**config.mk**
```make
export PLATFORM = sky130hd
export DESIGN_NAME = write_byte
export DESIGN_NICKNAME = d
export VERILOG_FILES = /design/src/rtl/nand_pkg.sv /design/src/rtl/nf_sync2.sv /design/src/rtl/write_byte.sv
export SDC_FILE = /design/constraint.sdc
export NUM_CORES = 1
export LEC_CHECK = 0
export BUFFER_PORTS_ARGS = -buffer_cell sky130_fd_sc_hd__clkbuf_2
export CAP_MARGIN = 40
export CELL_PAD_IN_SITES_DETAIL_PLACEMENT = 1
export CELL_PAD_IN_SITES_GLOBAL_PLACEMENT = 1
export CORE_MARGIN = 1.5
export CORE_UTILIZATION = 45
export CTS_CLUSTER_DIAMETER = 120
export DETAILED_ROUTE_END_ITERATION = 10
export PLACE_DENSITY = 0.79
export SLEW_MARGIN = 20
export SYNTH_ARGS = -nofsm -noshare
export SYNTH_HDL_FRONTEND = slang
export SYNTH_HIERARCHICAL = 1
export SYNTH_SLANG_ARGS = --single-unit
export TNS_END_PERCENT = 5
```
**constraint.sdc**
```tcl
create_clock -name clk -period 5 [get_ports clk]
set_clock_uncertainty 0.05 [all_clocks]
set_input_delay 0.5 -clock clk [delete_from_list [all_inputs] [get_ports clk]]
set_output_delay 0.5 -clock clk [all_outputs]
set_load 0.03 [all_outputs]
```
**src/rtl/nand_pkg.sv**
```systemverilog
// Shared NAND flash bus definitions: write_type encodings and default
// timing constants used by both the write and read byte sequencers.
package nand_pkg;

    typedef enum logic [1:0] {
        NF_DATA = 2'b00,
        NF_CMD  = 2'b01,
        NF_ADDR = 2'b10
    } nf_type_t;

    // Default timing in clk cycles at 100 MHz
    localparam int TWP  = 3;
    localparam int TWC  = 6;
    localparam int TRP  = 3;
    localparam int TRC  = 6;
    localparam int TREA = 2;
    localparam int TWB  = 10;

endpackage

```
**src/rtl/nf_sync2.sv**
```systemverilog
// Two-flop synchronizer for asynchronous flash status inputs such as R/B#.
module nf_sync2 #(
    parameter logic RST_VAL = 1'b0
) (
    input  logic clk,
    input  logic rst,
    input  logic d,
    output logic q
);

    logic meta;

    always_ff @(posedge clk) begin
        if (rst) begin
            meta <= RST_VAL;
            q    <= RST_VAL;
        end else begin
            meta <= d;
            q    <= meta;
        end
    end

endmodule

```
**src/rtl/write_byte.sv**
```systemverilog
// One NAND flash write cycle (command, address or data byte) with optional
// tWB delay and R/B# ready wait so program/erase complete in one handshake.
//
// state   | meaning
// IDLE    | bus released, waiting for write_en
// WE_LOW  | WE# low, byte and CLE/ALE driven
// WE_HIGH | WE# high, byte still held for tDH/tCLH/tALH
// WAIT_WB | bus released, waiting tWB before looking at R/B#
// WAIT_RB | waiting for synchronized R/B# high or timeout
module write_byte #(
    parameter int TWP        = nand_pkg::TWP,
    parameter int TWC        = nand_pkg::TWC,
    parameter int TWB        = nand_pkg::TWB,
    parameter int RB_TIMEOUT = 50000,
    parameter int RBW        = 16
) (
    input  logic       clk,
    input  logic       rst,
    input  logic       write_en,
    input  logic [1:0] write_type,
    input  logic [7:0] write_data,
    input  logic       wait_rb,
    output logic       ack,
    output logic       busy,
    output logic       rb_timeout,
    output logic [7:0] nf_io_out,
    output logic       nf_io_oe,
    output logic       nf_we_n,
    output logic       nf_cle,
    output logic       nf_ale,
    input  logic       nf_rb_n
);

    import nand_pkg::*;

    if (TWP < 1 || TWP > 256) begin : g_bad_twp
        $error("write_byte: TWP must be in 1..256");
    end
    if (TWC <= TWP || TWC - TWP > 256) begin : g_bad_twc
        $error("write_byte: TWC must exceed TWP by 1..256");
    end
    if (TWB < 1 || TWB > 256) begin : g_bad_twb
        $error("write_byte: TWB must be in 1..256");
    end
    if (RBW < 1 || RBW > 31 || RB_TIMEOUT < 1 || RB_TIMEOUT > (1 << RBW)) begin : g_bad_rb
        $error("write_byte: RB_TIMEOUT must be in 1..2**RBW");
    end

    // Counters are loaded with (duration - 1) and expire when they reach zero
    localparam logic [7:0]     TWP_LD = 8'(TWP - 1);
    localparam logic [7:0]     TWH_LD = 8'(TWC - TWP - 1);
    localparam logic [7:0]     TWB_LD = 8'(TWB - 1);
    localparam logic [RBW-1:0] RB_LD  = RBW'(RB_TIMEOUT - 1);

    typedef enum logic [2:0] {
        IDLE, WE_LOW, WE_HIGH, WAIT_WB, WAIT_RB
    } state_t;

    state_t         state, state_nx;
    logic [7:0]     cnt, cnt_nx;
    logic [RBW-1:0] rb_cnt, rb_cnt_nx;
    logic           wait_q, wait_nx;
    logic           ack_nx, busy_nx, rb_timeout_nx;
    logic [7:0]     io_out_nx;
    logic           oe_nx, we_n_nx, cle_nx, ale_nx;
    logic           rb_ready;

    nf_sync2 #(.RST_VAL(1'b0)) u_rb_sync (
        .clk (clk),
        .rst (rst),
        .d   (nf_rb_n),
        .q   (rb_ready)
    );

    always_ff @(posedge clk) begin
        if (rst) begin
            state      <= IDLE;
            cnt        <= '0;
            rb_cnt     <= '0;
            wait_q     <= 1'b0;
            ack        <= 1'b0;
            busy       <= 1'b0;
            rb_timeout <= 1'b0;
            nf_io_out  <= '0;
            nf_io_oe   <= 1'b0;
            nf_we_n    <= 1'b1;
            nf_cle     <= 1'b0;
            nf_ale     <= 1'b0;
        end else begin
            state      <= state_nx;
            cnt        <= cnt_nx;
            rb_cnt     <= rb_cnt_nx;
            wait_q     <= wait_nx;
            ack        <= ack_nx;
            busy       <= busy_nx;
            rb_timeout <= rb_timeout_nx;
            nf_io_out  <= io_out_nx;
            nf_io_oe   <= oe_nx;
            nf_we_n    <= we_n_nx;
            nf_cle     <= cle_nx;
            nf_ale     <= ale_nx;
        end
    end

    always_comb begin
        state_nx      = state;
        cnt_nx        = cnt;
        rb_cnt_nx     = rb_cnt;
        wait_nx       = wait_q;
        ack_nx        = 1'b0;
        busy_nx       = busy;
        rb_timeout_nx = rb_timeout;
        io_out_nx     = nf_io_out;
        oe_nx         = nf_io_oe;
        we_n_nx       = nf_we_n;
        cle_nx        = nf_cle;
        ale_nx        = nf_ale;

        unique case (state)
            IDLE: begin
                if (write_en) begin
                    io_out_nx     = write_data;
                    cle_nx        = (write_type == NF_CMD);
                    ale_nx        = (write_type == NF_ADDR);
                    wait_nx       = wait_rb;
                    rb_timeout_nx = 1'b0;
                    we_n_nx       = 1'b0;
                    oe_nx         = 1'b1;
                    busy_nx       = 1'b1;
                    cnt_nx        = TWP_LD;
                    state_nx      = WE_LOW;
                end
            end
            WE_LOW: begin
                if (cnt == '0) begin
                    we_n_nx  = 1'b1;
                    cnt_nx   = TWH_LD;
                    state_nx = WE_HIGH;
                end else begin
                    cnt_nx = cnt - 8'd1;
                end
            end
            WE_HIGH: begin
                if (cnt == '0) begin
                    oe_nx  = 1'b0;
                    cle_nx = 1'b0;
                    ale_nx = 1'b0;
                    if (wait_q) begin
                        cnt_nx   = TWB_LD;
                        state_nx = WAIT_WB;
                    end else begin
                        ack_nx   = 1'b1;
                        busy_nx  = 1'b0;
                        state_nx = IDLE;
                    end
                end else begin
                    cnt_nx = cnt - 8'd1;
                end
            end
            WAIT_WB: begin
                if (cnt == '0) begin
                    rb_cnt_nx = RB_LD;
                    state_nx  = WAIT_RB;
                end else begin
                    cnt_nx = cnt - 8'd1;
                end
            end
            WAIT_RB: begin
                if (rb_ready) begin
                    ack_nx   = 1'b1;
                    busy_nx  = 1'b0;
                    state_nx = IDLE;
                end else if (rb_cnt == '0) begin
                    ack_nx        = 1'b1;
                    rb_timeout_nx = 1'b1;
                    busy_nx       = 1'b0;
                    state_nx      = IDLE;
                end else begin
                    rb_cnt_nx = rb_cnt - RBW'(1);
                end
            end
            default: state_nx = IDLE;
        endcase
    end

endmodule

```
# ---- Word-level counts from Yosys, hierarchy flattened
# Index checks and enable logic that the tools add are counted.
dict set report classes {
  n_addsub 2
  n_eq_ne 17
  muxes 41
  reduce_logical 17
}
# cell count
set ops {}
lappend ops {{$mux 16} 3}
lappend ops {{$mux 8} 5}
lappend ops {{$pmux 16 s2} 1}
lappend ops {{$pmux 8 s4} 1}
lappend ops {{$mux 3} 6}
lappend ops {{$ne 2x2->1 const B} 9}
lappend ops {{$logic_not 16->1} 1}
lappend ops {{$mux 1} 16}
lappend ops {{$sub 16x1->16 const B} 1}
lappend ops {{$pmux 3 s5} 1}
lappend ops {{$pmux 1 s2} 6}
lappend ops {{$reduce_and 4->1} 3}
lappend ops {{$reduce_and 5->1} 2}
lappend ops {{$logic_not 8->1} 1}
lappend ops {{$reduce_bool 2->1} 4}
lappend ops {{$sub 8x1->8 const B} 1}
lappend ops {{$eq 3x2->1 const B} 2}
lappend ops {{$reduce_and 3->1} 2}
lappend ops {{$reduce_bool 4->1} 1}
lappend ops {{$eq 3x1->1 const B} 1}
lappend ops {{$eq 3x3->1 const B} 1}
lappend ops {{$logic_not 3->1} 1}
lappend ops {{$ne 3x2->1 const B} 1}
lappend ops {{$ne 3x3->1 const B} 1}
lappend ops {{other kinds (6)} 6}
dict set report totals {
  ff_bits 45
  in_bits 15
  out_inout_bits 15
  elab_cells 91
}

# ---- Depth between registers and ports, before layout
dict set report logic_depth {
  ltp_word 4
  depth_mapped 8
  mapped_depth_nobuf 7
}

# ---- Cells and area by module
# Netlist, hierarchy kept.
# module n_inst cells_per_inst area_each_um2
set modules_own_cells {}
lappend modules_own_cells {write_byte 1 248 2084.5}
lappend modules_own_cells {nf_sync2 1 4 52.6}

# ---- Worst setup path after synthesis
# OpenSTA, ideal clock, no wires.
dict set report synth_timing {
  path_kind {register to register}
  from {register cnt[0]}
  to {register rb_cnt[7]}
  setup_ns 0.059
  arrival_time_ns 1.946
  setup_slack_ns 2.945
  stages_incl_launch_ff 9
  path_buffers 1
  period_less_slack_ns 2.055
  cell_sequence {dfxtp_1 inv_1 ha_1 and4bb_1 nand3_1 clkbuf_1 nand2b_1 or4_1 nand2_1}
}
dict set report synth_between {
  elab_chain_len 3
}
# element line_no
set synth_lines {}
lappend synth_lines {{from (decl)} write_byte.sv:60} ;# logic [7:0] cnt, cnt_nx;
lappend synth_lines {{from (signal assigned)} write_byte.sv:91} ;# cnt <= cnt_nx;
lappend synth_lines {{$logic_not 8->1} write_byte.sv:161} ;# if (cnt == '0) begin
lappend synth_lines {{$ne 2x2->1 (no line)} --}
lappend synth_lines {{$reduce_and 4->1 (no line)} --}
lappend synth_lines {{to (signal assigned)} write_byte.sv:92} ;# rb_cnt <= rb_cnt_nx;
lappend synth_lines {{to (decl)} write_byte.sv:61} ;# logic [RBW-1:0] rb_cnt, rb_cnt_nx;
# No other way between the ends.
# A chain may end at the register's enable or synchronous reset.

# ---- Final worst setup path
dict set report layout_timing {
  from {register cnt[2]}
  to {register rb_cnt[7]}
}
# Same word-level chain as after synthesis.

==> flow_summary.yaml <==
pwr:
  peakVddDrop_v: 0.000293
  p_leak_nw: 0.960
  p_per_area_nw_per_um2: 579
die:
  num_rows: 24
  io-pin-count: 30
  die_h_um: 71.9
  chipWidth_um: 71.9
  start_util_pct: 47.8
  coreArea_sq_um: 4470
  die_area_sq_um: 5170
worst_setup_path:
  critPathRequiredTime_ps: 5200
  critPathTopFamily: "simple AND/OR/NAND/NOR gates"
  slowest_delay_ps: 560
  cp_cell_sequence: "nor4_4 -> nand3_1 -> a21boi_2 -> or4_1 -> nand2_1"
  slowest_stage: "nor4_4"
  cp-start-kind: "flip-flop"
  crit_type: "reg2reg"
  cp_max_fo: 15
  path_buf_inv: 0
  cp-end-kind: "flip-flop"
  cp.arrival_ps: 2670
synthesis:
  netlist_instances: 252
  async_flop_share_pct: 0
  synth.yosys.seq_area_share_pct: 42.2
  yosysWarnings: 6
  synth.distinct_cells: 46
  syn-num-nets: 271
  synth_seq_cells: 45
  synth.cell_area_sq_um: 2140
  synth_edf_count: 0
  avgSynthCellArea_sq_um: 8.48
  dominantRegCellSynth: "dfxtp_1"
  synth_top_cell_area_share_pct: 42.2
  synth_area_leaders: "dfxtp_1 42%, a21oi_1 7.5%, nand2_1 4.7%"
  yosysTopAreaCell: "dfxtp_1"
timing:
  max_slew_margin_pct: 51.8
  finalHoldViolations: 0
  fmax_mhz: 405
  setup_violations: 0
  fin_crit_sh_pct: 49.4
  finalSetupTns_ps: 0
  min_period_ps: 2470
  rsz0062_at_grt: "no"
  tightest_slew_ps: 723
  final_max_slew_viol_count: 0
cts:
  post_cts_resized: 0
  cts.clk_slew.worst_paths_ps: 90
  cts_sinks: 45
  clk_path_buf_depth: 2
  cts_tree: "done"
  cts.root.buffer_cell: "clkbuf_8"
  postCtsSetupBuffers: 0
  postCtsHoldBufs: 0
  h-tree-depth: 2
  cts_buffers: 5
  clkLatencyLatePin_ps: 300
grt:
  grt_pass1_wl_mm: 9.16
  track_usage_pct: 22.4
  grt_remaining_overflow: 0
  grt_antenna_before_repair: 0
  grt_pass1_vias: 1954
  grt_max_degree: 37
flow_run:
  maxCapViolations: 0
detailed_routing:
  dr.pass1.iters: 4
  wirelength_mm: 5.18
  wl_per_cell_um: 15.7
  antenna_left: 0
  drc_errors: 0
  vias_per_cell: 5.84
  num_vias: 1928
  initialDrtViolationCount: 63
place:
  place_congestion: 0.787
  numPortBuffers: 29
  dp_hpwl_mm: 3.52
final_layout:
  fin_util_pct: 54.3
  diodes: 0
  nNetsFinal: 296
  multi_input_area_sq_um: 1150
  areaGrowthSynthToFinish_pct: 13.6
  nFillCells: 570
  final_cell_mix: "45 x dfxtp_1, 32 x a21oi_1, 30 x clkbuf_2"
  drive_above_1_share_pct: 16.5
  layout_commonest_cell: "dfxtp_1"
  seq_area_sq_um: 901
outcome:
  outcome: "finished, final reports clean"
worst_hold_path:
  worstHoldPathType: "in2reg"
[stage by stage]
step                      hold WS (ps)  worst slack [ps]  instance area [sq um]  power [mW]  cells
after global routing               354              2260                   2430        1.52    330
after global placement             366              2500                   2300        1.10    321
after CTS                          353              2430                   2420        1.42    329
final                              358              2530                   2430        1.41    330
after floorplan                    364              2940                   2140       0.964    252
after detailed placement           378              2450                   2300        1.12    321
[cells by family after synthesis]
kind of cell / count (synthesis) / synth area share [%]
fa+ha+maj: 5 / 2.81
simple gates: 107 / 27.9
xor+xnor: 11 / 4.51
mux: 1 / 0.468
compound gates: 62 / 18.1
flops: 45 / 42.2
buf+inv: 21 / 4.10
[state kept, by name, summed over array words and instances, names as in the netlist, 3 cells and up]
register / flops
rb_cnt: 16
state: 3
cnt: 8
nf_io_out: 8
[cell usage after synthesis, types with 2 or more instances]
cell type	count
clkbuf_1	11
nor3b_1	2
nor3_1	10
a31oi_1	2
nor4b_1	3
a21oi_1	32
nand2b_1	3
or4_1	6
nand3_1	10
o21a_1	2
nand3b_1	5
a311oi_1	4
nor4_1	3
ha_1	4
xnor2_1	3
nand4_1	3
dfxtp_1	45
nand2_1	27
xor2_1	8
or3_1	9
nor2b_1	3
o211ai_1	2
o21ai_0	10
inv_1	8
nor2_1	16
[path summary, 6_finish.rpt]
path	startpoint	to	slack (ps)	depth (start not counted)
hold reg to reg	u_rb_sync/meta	u_rb_sync/q	400	1
setup / recovery	cnt[2]	rb_cnt[7]	2530	5
hold / removal	write_data[3]	nf_io_out[3]	360	3
setup reg to reg	cnt[2]	rb_cnt[7]	2530	5
[final cells by class]
| cell class | instances | share of cell area (%) |
|---|---|---|
| sequential | 45 | 37.1 |
| multi-input combinational | 186 | 47.6 |
| tap | 52 | 2.68 |
| clock buffer | 6 | 3.40 |
| clock inverter | 2 | 1.55 |
| inverter | 8 | 1.24 |
| timing repair buffer | 31 | 6.49 |
[per-layer routing]
metal  vias up  track usage [%]  part of all wire (%)
li1        964                -                     -
met1       917             29.6                    48
met2        39             37.0                    46
met3         8             3.75                   4.5
met4         0             8.18                   1.6
met5         -                0                     0
[power by group]
group	total, mW	internal (mW)	switching (mW)
logic	0.613	0.220	0.393
registers	0.504	0.425	0.0791
clock network	0.289	0.163	0.126
[tightest hold or removal path, delay by kind of cell]
family | cells | cell delay, ps
and+or+nand+nor | 1 | 40
buffers and inverters | 1 | 80
AOI/OAI and AO/OA | 1 | 50
Note: power is estimated with default switching activity, not from simulation.
